### config.mk
export PLATFORM = sky130hd
export DESIGN_NAME = beat_generator
export DESIGN_NICKNAME = d
export VERILOG_FILES = /design/src/rtl/beat_generator.sv
export SDC_FILE = /design/constraint.sdc
export NUM_CORES = 1
export LEC_CHECK = 0
export ABC_AREA = 1
export CORE_MARGIN = 5
export CORE_UTILIZATION = 55
export DETAILED_ROUTE_END_ITERATION = 10
export PLACE_DENSITY_LB_ADDON = 0.15
export SLEW_MARGIN = 20
export SYNTH_ARGS = -nofsm -noshare
export SYNTH_HDL_FRONTEND = slang
export SYNTH_SLANG_ARGS = --single-unit
export TNS_END_PERCENT = 30
### constraint.sdc
create_clock -name clk -period 2.9 [get_ports clk]
set_clock_uncertainty 0.2 [all_clocks]
set_input_delay 0.58 -clock clk [delete_from_list [all_inputs] [get_ports clk]]
set_output_delay 0.58 -clock clk [all_outputs]
set_load 0.1 [all_outputs]
### src/rtl/beat_generator.sv
`default_nettype none
// beat_generator: sequencer timebase; beat every (tempo+1) clocks, wrapping step, downbeat pulse.
// Rev 1.0
module beat_generator #(
  parameter int TEMPO_W = 22,
  parameter int STEPS   = 8,
  parameter int STEP_W  = 3
) (
  input  logic               clk,
  input  logic               rst,
  input  logic               run,
  input  logic               restart,
  input  logic [TEMPO_W-1:0] tempo,
  output logic               beat_pulse,
  output logic [STEP_W-1:0]  step,
  output logic               measure_pulse,
  output logic               running
);

  typedef enum logic [0:0] {
    IDLE = 1'b0,
    RUN  = 1'b1
  } state_t;

  localparam logic [STEP_W-1:0] LAST_STEP = STEP_W'(STEPS - 1);

  state_t             state, state_next;
  logic [TEMPO_W-1:0] cnt, cnt_next;
  logic [TEMPO_W-1:0] tempo_lat, tempo_lat_next;
  logic [STEP_W-1:0]  step_reg, step_next;

  always_ff @(posedge clk or posedge rst) begin
    if (rst) begin
      state     <= IDLE;
      cnt       <= '0;
      tempo_lat <= '0;
      step_reg  <= '0;
    end else begin
      state     <= state_next;
      cnt       <= cnt_next;
      tempo_lat <= tempo_lat_next;
      step_reg  <= step_next;
    end
  end

  // Every edge that starts a beat also samples tempo, so a mid-beat change
  // only affects the interval that follows the next beat.
  always_comb begin
    state_next     = state;
    cnt_next       = cnt;
    tempo_lat_next = tempo_lat;
    step_next      = step_reg;
    case (state)
      IDLE: begin
        cnt_next  = '0;
        step_next = '0;
        if (run) begin
          state_next     = RUN;
          tempo_lat_next = tempo;
        end
      end
      RUN: begin
        if (!run) begin
          state_next = IDLE;
          cnt_next   = '0;
          step_next  = '0;
        end else if (restart) begin
          cnt_next       = '0;
          step_next      = '0;
          tempo_lat_next = tempo;
        end else if (cnt == tempo_lat) begin
          cnt_next       = '0;
          step_next      = (step_reg == LAST_STEP) ? '0 : step_reg + 1'b1;
          tempo_lat_next = tempo;
        end else begin
          cnt_next = cnt + 1'b1;
        end
      end
      default: begin
        state_next = IDLE;
        cnt_next   = '0;
        step_next  = '0;
      end
    endcase
  end

  assign running       = (state == RUN);
  assign beat_pulse    = running && (cnt == '0);
  assign step          = step_reg;
  assign measure_pulse = beat_pulse && (step_reg == '0);

endmodule
`default_nettype wire
After elaboration in Yosys (flattened, before gate mapping)
Cells that the tools add are included.
{"block": "classes", "n_reduce_logical": 5, "add_sub_neg": 2, "eq_ne": 6, "bitwise": 1, "n_mux": 15}
{"op": "$mux W22", "n": 7}
{"op": "$pmux W22 S2", "n": 2}
{"op": "$add A22 B1 Y22 const B", "n": 1}
{"op": "$eq A22 B22 Y1", "n": 1}
{"op": "$logic_not A22 Y1", "n": 1}
{"op": "$mux W3", "n": 4}
{"op": "$pmux W3 S2", "n": 1}
{"op": "$ne A2 B2 Y1 const B", "n": 2}
{"op": "$ne A4 B3 Y1 const B", "n": 1}
{"op": "$add A3 B1 Y3 const B", "n": 1}
{"op": "$eq A3 B3 Y1 const B", "n": 1}
{"op": "$logic_not A3 Y1", "n": 1}
{"op": "$ne A3 B2 Y1 const B", "n": 1}
{"op": "$reduce_and A3 Y1", "n": 1}
{"op": "$logic_and A1 B1 Y1", "n": 2}
{"op": "$mux W1", "n": 1}
{"op": "$not A1 Y1", "n": 1}
{"block": "word_totals", "wordCells": 33, "register_bits": 48, "inputBits": 26}

Depth between registers and ports, before layout
Gate-level depths: netlist (run 1).
{"block": "depth", "depth_word": 6, "depth_mapped": 12, "depth_no_buf": 11}

Least setup slack after synthesis (run 1)
No wires, ideal clock.
{"block": "synth_path", "kind": "register to output", "startpoint": "reg state, in the netlist running", "endpoint": "out measure_pulse", "required_time_ps": 2120, "path_slack_ps": -441, "n_path_buf": 0, "arrival_ps": 2561, "stages_incl_launch_ff": 5, "path_cell_list": "dfrtp_1 nand4_1 nor2_1 nand3_1 nor2_1"}
{"block": "synth_via", "elab_chain_cells": 2}
{"element": "from (decl)", "line": "27", "text": "state_t state, state_next;"}
{"element": "from (signal assigned)", "line": "39", "text": "state <= state_next;"}
{"element": "$logic_and A1 B1 Y1", "line": "88", "text": "assign beat_pulse = running && (cnt == '0);"}
{"element": "$logic_and A1 B1 Y1", "line": "90", "text": "assign measure_pulse = beat_pulse && (step_reg == '0);"}
{"element": "to (decl)", "line": "16", "text": "output logic measure_pulse,"}
Every way passes these cells.

Worst setup path in the final report (run 1)
{"block": "layout_path", "startpoint": "reg cnt[0]", "endpoint": "out measure_pulse"}
{"block": "layout_via", "elab_chain_cells": 3}
{"element": "from (decl)", "line": "28", "text": "logic [TEMPO_W-1:0] cnt, cnt_next;"}
{"element": "from (signal assigned)", "line": "40", "text": "cnt <= cnt_next;"}
{"element": "$logic_not A22 Y1", "line": "88"}
{"element": "$logic_and A1 B1 Y1", "line": "88"}
{"element": "$logic_and A1 B1 Y1", "line": "90"}
Every way passes these cells.

==> metrics.csv, run 1 <==
stage;metric;value;unit
cells_and_area;synthToLayoutAreaGrowth;16.0;%
timing;min_period_over_period;84.8;%
hold_path;hold_end;tempo_lat[3];
placed_design;port_buffers;31;
timing;slew_headroom;46.7;%
critical_path;worstSetupPathType;flip-flop to output pin;
die;fp.dieW;80.8;um
timing;finalMaxSlewViolations;0;
critical_path;r2r_slack;0.62;ns
logic_synthesis;synth_top_cell_by_area;dfrtp_1;
clock_tree;cts-root-buf;clkbuf_8;
global_route;grt_pass1_wl;10400;um
power;powerDensity;420;nW/um2
power;leakage;1.56;nW
critical_path;r2r_end;cnt[2];
route;first_pass_iters;4;
cells_and_area;fillers;411;
die;rows;25;
timing;tns;0;ns
die;io_pins;32;
route;drtIter0Drc;147;
clock_tree;cts_resized;0;
cells_and_area;num_antenna_cells;0;
clock_tree;cts_max_level;2;
die;chipHeight;80.8;um
logic_synthesis;syn_inst;382;
timing;min_period;2.46;ns
clock_tree;clkTransAtPathRegs;0.08;ns
logic_synthesis;synth_warnings;0;
logic_synthesis;syn-cell-area;2760;um2
logic_synthesis;async_flop_share;100;%
critical_path;crit_required;2.12;ns
cells_and_area;final_nets;444;
hold_path;hold_start;tempo_lat[3];
cells_and_area;multi_input_area;1290;um2
route;drt-total-wl;5940;um
hold_path;min_path_cells;2;
power;irDropWorstVdd;0.000302;V
critical_path;reg2regPathDepth;9;
logic_synthesis;ys_ff_latch;48;
clock_tree;postCtsSetupBuffers;0;
critical_path;start_kind;flip-flop;
timing;max_freq;406;MHz
clock_tree;hold_buffers;0;
logic_synthesis;yosysTopAreaCellShare;43.5;%
critical_path;crit_fanout;5;
die;dieArea;6530;um2
global_route;grt_use_total;20.4;%
critical_path;crit_arrival;1.68;ns
power;p_total;1.34;mW
logic_synthesis;synth.avg_cell_area;7.22;um2
logic_synthesis;syn_nets;413;
logic_synthesis;synth_edf_count;0;
global_route;grt_max_degree;49;
logic_synthesis;yosysMostFrequentCell;nand2_1;
die;coreArea;4790;um2
logic_synthesis;seq_area_frac_synth;43.5;%
global_route;grt_antenna_before_repair;0;
cells_and_area;drive_gt1_share;7.51;%
global_route;grt_pass1_vias;2248;
logic_synthesis;synth.top_cells.by_count;nand2_1, dfrtp_1, nor2_1;
route;vias;2386;
timing;timing.final.hold_violations;0;
clock_tree;worstSkewPairLatency;0.30;ns
clock_tree;tritoncts;yes;
critical_path;critPathCaptureType;output pin;
logic_synthesis;synthFlopType;dfrtp_1;
timing;rsz0062_at_grt;false;
route;drt-vias-per-instance;4.97;
route;remaining_drc_errors;0;
logic_synthesis;netlist_top_cells_area;dfrtp_1, nand2_1, nor2_1, inv_1, nand3_1;
placed_design;gp_congestion;0.881;
global_route;grt.overflow.total;0;
timing;finalSetupViolations;0;
critical_path;r2r_start;cnt[10];
clock_tree;numCtsBuffers;5;
hold_path;worstHoldPathType;flip-flop to flip-flop;
logic_synthesis;yosysUniqueCellTypes;25;
timing;tightest_slew;0.797;ns
route;drtAntennaViolNets;0;
cells_and_area;regArea;1200;um2
die;initial_utilization;57.6;%
placed_design;dp_hpwl;4550;um
outcome;status;finished clean;
clock_tree;cts.sinks;48;
cells_and_area;postLayoutCellArea;3200;um2
route;wire_per_inst;12.4;um
placed_design;dpl-instance-area;3120;um2
clock_tree;clockBufferDepth;2;
job;drv_cap;0;
-- kinds of logic after synthesis --
kind of cell	count (synthesis)	share of synthesized area [%]
and+or+nand+nor	245	38.1
buffers and inverters	62	9.75
DFF	48	43.5
xor gates and xnor gates	16	5.08
AOI/OAI and AO/OA	6	1.22
adders and majority gates	5	2.27
-- metrics by stage --
stage	hold slack [ns]	worst slack (ns)	utilization, %	std cells
3_3_place_gp	0.277	0.344	65.3	473
6_report	0.302	0.440	66.9	480
2_1_floorplan	0.261	0.0109	-	382
5_1_grt	0.327	0.278	66.9	480
3_5_place_dp	0.282	0.221	65.3	473
4_1_cts	0.302	0.407	66.9	480
-- cell usage in the layout (no fill, tap or decap), drive strengths merged --
cell           netlist  layout
nor4                 1       1
clkbuf               0       6
o22ai                1       1
nand2              139     139
o21ai                4       4
clkdlybuf4s50        0      25
xor2                14      14
xnor2                2       2
buf                  9       8
dfrtp               48      48
nor2                52      52
nand4                7       7
a21boi               1       1
ha                   5       5
nor3                12      12
clkinv               0       1
inv                 53      53
nor3b                1       1
nand3               33      33
-- worst max-delay path by stage --
stage | to | slack (ns) | start
2_1_floorplan | measure_pulse | 0.01 | running
3_3_place_gp | cnt[18] | 0.34 | run
3_5_place_dp | cnt[2] | 0.22 | run
4_1_cts | measure_pulse | 0.41 | cnt[0]
5_1_grt | cnt[2] | 0.28 | restart
6_report | measure_pulse | 0.44 | cnt[0]
-- report_power, final --
| group | switching [mW] | internal, mW | total (mW) |
|---|---|---|---|
| Sequential | 0.0370 | 0.707 | 0.744 |
| Clock | 0.211 | 0.164 | 0.375 |
| Combinational | 0.131 | 0.0939 | 0.225 |
-- worst max-delay path: stages, from the launching register on --
cell     delay [ns]
dfrtp_1        0.44
inv_1          0.10
ha_1           0.16
nand4_1        0.09
nor3_1         0.13
nand3_1        0.13
nor2_2         0.15
buf_12         0.19
-- layout make-up --
cell class / count / area share [%]
Tap cell: 67 / 2.62
Clock buffer: 6 / 2.27
Clock inverter: 1 / 0.156
Inverter: 53 / 6.22
Sequential cell: 48 / 37.5
Timing Repair Buffer: 33 / 10.9
Multi-Input combinational cell: 272 / 40.3
-- per-layer routing --
layer / vias to the layer above / global-route usage [%] / share of wire [%]
li1: 1225 / - / -
met1: 1094 / 28.4 / 45
met2: 57 / 32.7 / 47
met3: 10 / 2.99 / 6.3
met4: 0 / 6.93 / 1.7
met5: - / 0 / 0
(Power assumes the default switching activity.)
==> inputs of run 2 (changes only) <==
--- a/config.mk
+++ b/config.mk
@@ -7,7 +7,7 @@
 export LEC_CHECK = 0
 export ABC_AREA = 1
 export CORE_MARGIN = 5
-export CORE_UTILIZATION = 55
+export CORE_UTILIZATION = 51
 export DETAILED_ROUTE_END_ITERATION = 10
 export PLACE_DENSITY_LB_ADDON = 0.15
 export SLEW_MARGIN = 20
==> constraint.sdc (replaced) <==
create_clock -name clk -period 2.12 [get_ports clk]
set_clock_uncertainty 0.2 [all_clocks]
set_input_delay 0.424 -clock clk [delete_from_list [all_inputs] [get_ports clk]]
set_output_delay 0.424 -clock clk [all_outputs]
set_load 0.1 [all_outputs]
==> run 2 against run 1 <==
  * The run now ends with negative setup slack left
  * Combinational power increased by 46%
  * First-iteration DRC count increased by 17%
  * Setup slack got worse by 0.57 ns
  * Via count increased by 2.0%
  * Utilization decreased by 0.43 points
  * Global-route usage decreased by 1.3 points
  * Largest cell class unchanged
==> metrics.csv, run 2 (same netlist as run 1, synthesis figures left out) <==
stage;metric;value;unit;change
outcome;status;complete, but fails checks;;was finished clean
outcome;violations;negative setup slack;;
critical_path;crit_family;simple AND/OR/NAND/NOR gates;;unchanged
power;power_frac_comb;16.1;%;was 16.7%
cells_and_area;mostFrequentLayoutCell;nand2_1;;unchanged
cells_and_area;final_nets;453;;was 444
cells_and_area;drive_gt1_share;12.8;%;was 7.51%
power;powerDensity;597;nW/um2;was 420 nW/um2
timing;finalMaxSlewViolations;0;;unchanged
critical_path;cp_num_buf_inv;2;;unchanged
clock_tree;numCtsBuffers;5;;unchanged
timing;max_freq;444;MHz;
timing;hold_slack;0.190;ns;was 0.302 ns
clock_tree;worstSkewPairLatency;0.31;ns;was 0.30 ns
timing;finalSetupViolations;2;;was 0
timing;min_period_over_period;106;%;
global_route;grt.overflow.total;0;;unchanged
power;p_total;2.05;mW;was 1.34 mW
critical_path;critPathCaptureType;output pin;;unchanged
route;vias;2434;;was 2386
power;sequentialPowerShare;49.7;%;was 55.4%
global_route;grt_antenna_before_repair;0;;unchanged
critical_path;crit_arrival;1.63;ns;was 1.68 ns
global_route;grt_max_degree;35;;was 49
route;wire_per_inst;12.7;um;was 12.4 um
route;remaining_drc_errors;0;;unchanged
route;drt-total-wl;6250;um;was 5940 um
timing;rsz0062_at_grt;true;;was false
global_route;grt_pass1_wl;10900;um;was 10400 um
route;drt-vias-per-instance;4.94;;was 4.97
route;first_pass_iters;4;;unchanged
clock_tree;tritoncts;yes;;unchanged
power;leakage;1.64;nW;was 1.56 nW
power;p_clk_share;34.3;%;was 27.9%
power;p_sw;0.555;mW;was 0.379 mW
global_route;grt_use_total;19.2;%;was 20.4%
placed_design;port_buffers;31;;unchanged
placed_design;dp_hpwl;4870;um;was 4550 um
critical_path;slowest_delay;0.42;ns;was 0.44 ns
clock_tree;hold_buffers;0;;unchanged
cells_and_area;final_cell_mix;nand2_1, dfrtp_1, nor2_1;;unchanged
placed_design;dpl-instance-area;3260;um2;was 3120 um2
die;initial_utilization;53.3;%;was 57.6%
cells_and_area;num_antenna_cells;0;;unchanged
placed_design;pre_cts_ws;0.0598;ns;was 0.221 ns
timing;setup_ws;-0.133;ns;was 0.440 ns
die;dieArea;6980;um2;was 6530 um2
clock_tree;cts.sinks;48;;unchanged
power;p_int;1.50;mW;was 0.965 mW
timing;timing.final.hold_violations;0;;unchanged
die;coreArea;5170;um2;was 4790 um2
die;fp.dieW;83.6;um;was 80.8 um
cells_and_area;synthToLayoutAreaGrowth;24.6;%;was 16.0%
critical_path;worstSetupPathType;flip-flop to output pin;;unchanged
critical_path;critical_path.slowest_cell;dfrtp_1;;unchanged
cells_and_area;postLayoutCellArea;3440;um2;was 3200 um2
power;irDropWorstVdd;0.000486;V;was 0.000302 V
global_route;grt_pass1_vias;2409;;was 2248
critical_path;crit_required;1.50;ns;was 2.12 ns
timing;tightest_slew;0.339;ns;was 0.797 ns
placed_design;gp_congestion;0.920;;was 0.881
job;drv_cap;0;;unchanged
die;rows;26;;was 25
critical_path;start_kind;flip-flop;;unchanged
critical_path;crit_chain;inv_1 > nand4_1 > nor2_1 > nand3_2 > nor2_4 > buf_12;;was inv_1 > ha_1 > nand4_1 > nor3_1 > nand3_1 > nor2_2 > buf_12
die;chipHeight;83.6;um;was 80.8 um
hold_path;worstHoldPathType;input pin to async pin;;was flip-flop to flip-flop
timing;slew_headroom;77.4;%;was 46.7%
route;drtAntennaViolNets;0;;unchanged
route;drtIter0Drc;172;;was 147
die;io_pins;32;;unchanged
clock_tree;clkTransAtPathRegs;0.09;ns;was 0.08 ns
placed_design;place_inst;484;;was 473
clock_tree;clockBufferDepth;2;;unchanged
critical_path;crit_fanout;3;;was 5
cells_and_area;fin_cells;493;;was 480
clock_tree;cts-root-buf;clkbuf_8;;unchanged
power;p_sw_share;27.1;%;was 28.2%
clock_tree;cts_max_level;2;;unchanged
timing;min_period;2.25;ns;
## run 2: cell count changes in the layout (fill, tap and decap cells not counted), sizes merged
cell,delta
buf,+9
bufinv,+1
clkinvlp,+1
inv,-1
## run 2: repair_timing
item | 4_1_cts | 5_1_grt
pin swaps | 5 | 4
setup buffers | 1 | 0
setup endpoints to repair | 2 | 17
gates resized for setup | 7 | 7
## run 2: layout make-up
type	count	area, um2
Tap cell	70	87.6
Inverter	53	203
Clock inverter	2	38.8
Timing Repair Buffer	42	478
Fill cell	427	1740
Multi-Input combinational cell	272	1350
Sequential cell	48	1200
Clock buffer	6	82.6
## run 2: final timing paths
check                      cells after the start         start             to  slack [ns]
max                                            6        cnt[3]  measure_pulse       -0.13
min                                            2           rst         cnt[7]        0.19
max reg2reg                                   12        cnt[4]  tempo_lat[13]        0.16
min reg2reg                                    2  tempo_lat[3]   tempo_lat[3]        0.30
max in group asynchronous                      3           rst        running        1.03
min in group clk                               2  tempo_lat[3]   tempo_lat[3]        0.30
## run 2: metal layers
metal / part of all wire (%) / track usage [%] / vias up
met5: 0 / 0 / -
met4: 1.7 / 5.85 / 0
met3: 4.6 / 3.85 / 9
met2: 47 / 32.0 / 52
met1: 47 / 25.2 / 1118
li1: - / - / 1255
## run 2: power groups by stage
stage	logic [mW]	registers, mW	clock network, mW
CTS	0.332	1.02	0.719
global route	0.371	1.03	0.758
finish	0.329	1.02	0.703
detailed placement	0.326	1.04	0
global placement	0.317	1.04	0
floorplan	0.206	1.03	0
## run 2: metrics by stage
stage | util (%) | TNS [ns]
2_1_floorplan | - | -0.132
3_3_place_gp | 63.0 | 0
3_5_place_dp | 63.0 | 0
4_1_cts | 65.9 | -0.355
5_1_grt | 66.4 | -0.442
6_report | 66.4 | -0.239
## run 2: worst reg2reg max path, cell delays in order, from the launching register on
cell     delay, ns
dfrtp_1       0.40
inv_1         0.07
buf_4         0.15
nand2_1       0.05
nand2_1       0.05
nor2_1        0.10
nand2_1       0.09
nor2_2        0.17
nand3_4       0.13
nand2_4       0.16
nand2_8       0.14
nand2_1       0.10
nand2_1       0.05
==> inputs of run 3 (changes only) <==
==> constraint.sdc (replaced) <==
create_clock -name clk -period 2 [get_ports clk]
set_clock_uncertainty 0.2 [all_clocks]
set_input_delay 0.4 -clock clk [delete_from_list [all_inputs] [get_ports clk]]
set_output_delay 0.4 -clock clk [all_outputs]
set_load 0.1 [all_outputs]
==> run 3 against run 2 <==
  * The flow still finishes with violations (negative setup slack)
  * Critical endpoint unchanged
  * Non-clock buffer count increased by 11
  * Via count increased by 3.9%
  * Sequential power increased by 6%
  * Critical path depth unchanged
  * Combinational power increased by 19%
  * First-iteration DRC count unchanged
  * Die area unchanged
==> metrics.csv, run 3 (same netlist as run 1, synthesis figures left out) <==
stage;metric;value;unit;change
placed_design;dp_hpwl;4500;um;was 4870 um
power;leakage;1.75;nW;was 1.64 nW
route;drtAntennaViolNets;0;;unchanged
cells_and_area;fin_cells;506;;was 493
power;sequentialPowerShare;52.1;%;was 49.7%
job;drv_cap;0;;unchanged
route;wire_per_inst;13.6;um;was 12.7 um
cells_and_area;final_nets;466;;was 453
outcome;violations;negative setup slack;;unchanged
global_route;grt_antenna_before_repair;0;;unchanged
die;io_pins;32;;unchanged
cells_and_area;fillers;412;;was 427
timing;setup_ws;-0.254;ns;was -0.133 ns
critical_path;start_kind;flip-flop;;unchanged
placed_design;place_inst;486;;was 484
global_route;grt_pass1_wl;10900;um;about the same
route;first_pass_iters;4;;unchanged
timing;slew_headroom;72.6;%;was 77.4%
power;p_sw;0.586;mW;was 0.555 mW
global_route;grt_pass1_vias;2410;;was 2409
cells_and_area;multi_input_area;1450;um2;was 1350 um2
global_route;grt_use_total;19.0;%;was 19.2%
cells_and_area;num_antenna_cells;0;;unchanged
clock_tree;worstSkewPairLatency;0.30;ns;was 0.31 ns
placed_design;dpl-instance-area;3300;um2;was 3260 um2
die;dieArea;6980;um2;unchanged
critical_path;worstSetupPathType;flip-flop to output pin;;unchanged
power;p_total;2.07;mW;was 2.05 mW
route;drt-total-wl;6880;um;was 6250 um
route;remaining_drc_errors;0;;unchanged
critical_path;crit_required;1.40;ns;was 1.50 ns
critical_path;cp_num_buf_inv;2;;unchanged
timing;finalMaxSlewViolations;0;;unchanged
clock_tree;tritoncts;yes;;unchanged
critical_path;critical_path.slowest_cell;dfrtp_1;;unchanged
power;irDropWorstVdd;0.000408;V;was 0.000486 V
cells_and_area;utilization;70.4;%;was 66.4%
timing;min_period_over_period;113;%;
cells_and_area;regArea;1210;um2;was 1200 um2
critical_path;crit_fanout;3;;unchanged
critical_path;r2r_slack;-0.08;ns;was 0.16 ns
die;coreArea;5170;um2;unchanged
critical_path;crit_arrival;1.65;ns;was 1.63 ns
cells_and_area;synthToLayoutAreaGrowth;32.0;%;was 24.6%
timing;min_period;2.25;ns;
timing;tightest_slew;0.412;ns;was 0.339 ns
power;powerDensity;567;nW/um2;was 597 nW/um2
hold_path;worstHoldPathType;input pin to async pin;;unchanged
cells_and_area;drive_gt1_share;18.8;%;was 12.8%
route;vias;2528;;was 2434
cells_and_area;mostFrequentLayoutCell;nand2_1;;unchanged
placed_design;gp_congestion;0.856;;was 0.920
die;initial_utilization;53.3;%;unchanged
route;drtIter0Drc;172;;unchanged
timing;max_freq;444;MHz;
clock_tree;clkTransAtPathRegs;0.09;ns;about the same
timing;rsz0062_at_grt;true;;unchanged
route;drt-vias-per-instance;5.00;;was 4.94
global_route;grt.overflow.total;0;;unchanged
timing;timing.final.hold_violations;0;;unchanged
die;fp.dieW;83.6;um;unchanged
clock_tree;hold_buffers;0;;unchanged
clock_tree;cts.sinks;48;;unchanged
critical_path;crit_chain;inv_1 > nand4_1 > nor2_2 > nand3_2 > nor2_4 > buf_12;;was inv_1 > nand4_1 > nor2_1 > nand3_2 > nor2_4 > buf_12
critical_path;crit_family;simple AND/OR/NAND/NOR gates;;unchanged
clock_tree;cts-root-buf;clkbuf_8;;unchanged
die;rows;26;;unchanged
power;p_clk_share;29.0;%;was 34.3%
outcome;status;complete, but fails checks;;unchanged
power;p_int;1.48;mW;was 1.50 mW
timing;finalSetupViolations;25;;was 2
critical_path;critPathCaptureType;output pin;;unchanged
clock_tree;numCtsBuffers;5;;unchanged
timing;hold_slack;0.241;ns;was 0.190 ns
power;power_frac_comb;19.0;%;was 16.1%
clock_tree;clockBufferDepth;2;;unchanged
cells_and_area;final_cell_mix;nand2_1, dfrtp_1, inv_1, nor2_1, nand3_1;;was nand2_1, dfrtp_1, nor2_1
power;p_sw_share;28.4;%;was 27.1%
global_route;grt_max_degree;49;;was 35
die;chipHeight;83.6;um;unchanged
critical_path;slowest_delay;0.43;ns;was 0.42 ns
placed_design;port_buffers;31;;unchanged
clock_tree;cts_max_level;2;;unchanged
cells_and_area;postLayoutCellArea;3640;um2;was 3440 um2
[run 3: cell types whose count changed in the layout (fill, tap and decap cells not counted), moves of 3 or more]
cell | before | now
nor2_1 | 45 | 42
nand2_1 | 136 | 126
buf_4 | 9 | 16
buf_12 | 8 | 11
nand2_2 | 1 | 10
[run 3: what timing repair did]
item / 4_1_cts / 5_1_grt
resized for setup: 0 / 35
hold endpoints to repair: 0 / 0
pin swaps: 2 / 8
endpoints found under the setup margin: 2 / 29
gates cloned: 0 / 2
setup buffers: 2 / 8
[run 3: final timing paths]
path | from | endpoint | cells past startpoint
max | cnt[4] | measure_pulse | 6
min | rst | running | 3
max reg2reg | cnt[1] | tempo_lat[1] | 13
min reg2reg | tempo_lat[14] | tempo_lat[14] | 2
max in group asynchronous | rst | tempo_lat[14] | 3
min in group clk | tempo_lat[14] | tempo_lat[14] | 2
[run 3: cell type report]
class	count	area share (%)
inverters	53	5.57
repair buffers	53	16.5
clock buffers	8	2.47
flip-flops and latches	48	33.2
multi-input cells	274	39.9
well taps	70	2.40
[run 3: power by group through the flow]
stage	combinational, mW	clock [mW]	sequential [mW]
after floorplan	0.219	0	1.09
final	0.392	0.599	1.08
after global routing	0.437	0.668	1.08
after detailed placement	0.353	0	1.09
after global placement	0.346	0	1.09
after CTS	0.356	0.621	1.07
[run 3: worst min-delay path, stage by stage]
cell	delay [ns]
clkdlybuf4s50_1	0.41
inv_2	0.07
buf_12	0.25
[run 3: through the flow]
| step | TNS [ns] | setup WS (ns) |
|---|---|---|
| floorplan | -0.0854 | -0.0854 |
| global placement | 0 | 0.0437 |
| detailed placement | -0.0153 | -0.0153 |
| CTS | -0.512 | -0.270 |
| global route | -4.97 | -0.379 |
| finish | -1.71 | -0.254 |
[run 3: metal layers]
metal  vias to the layer above  track usage (%)  part of all wire [%]
met3                        11             4.64                   5.7
met4                         0             7.75                   2.3
met2                        62             31.6                    49
met5                         -                0                     0
met1                      1182             23.7                    43
li1                       1273                -                     -
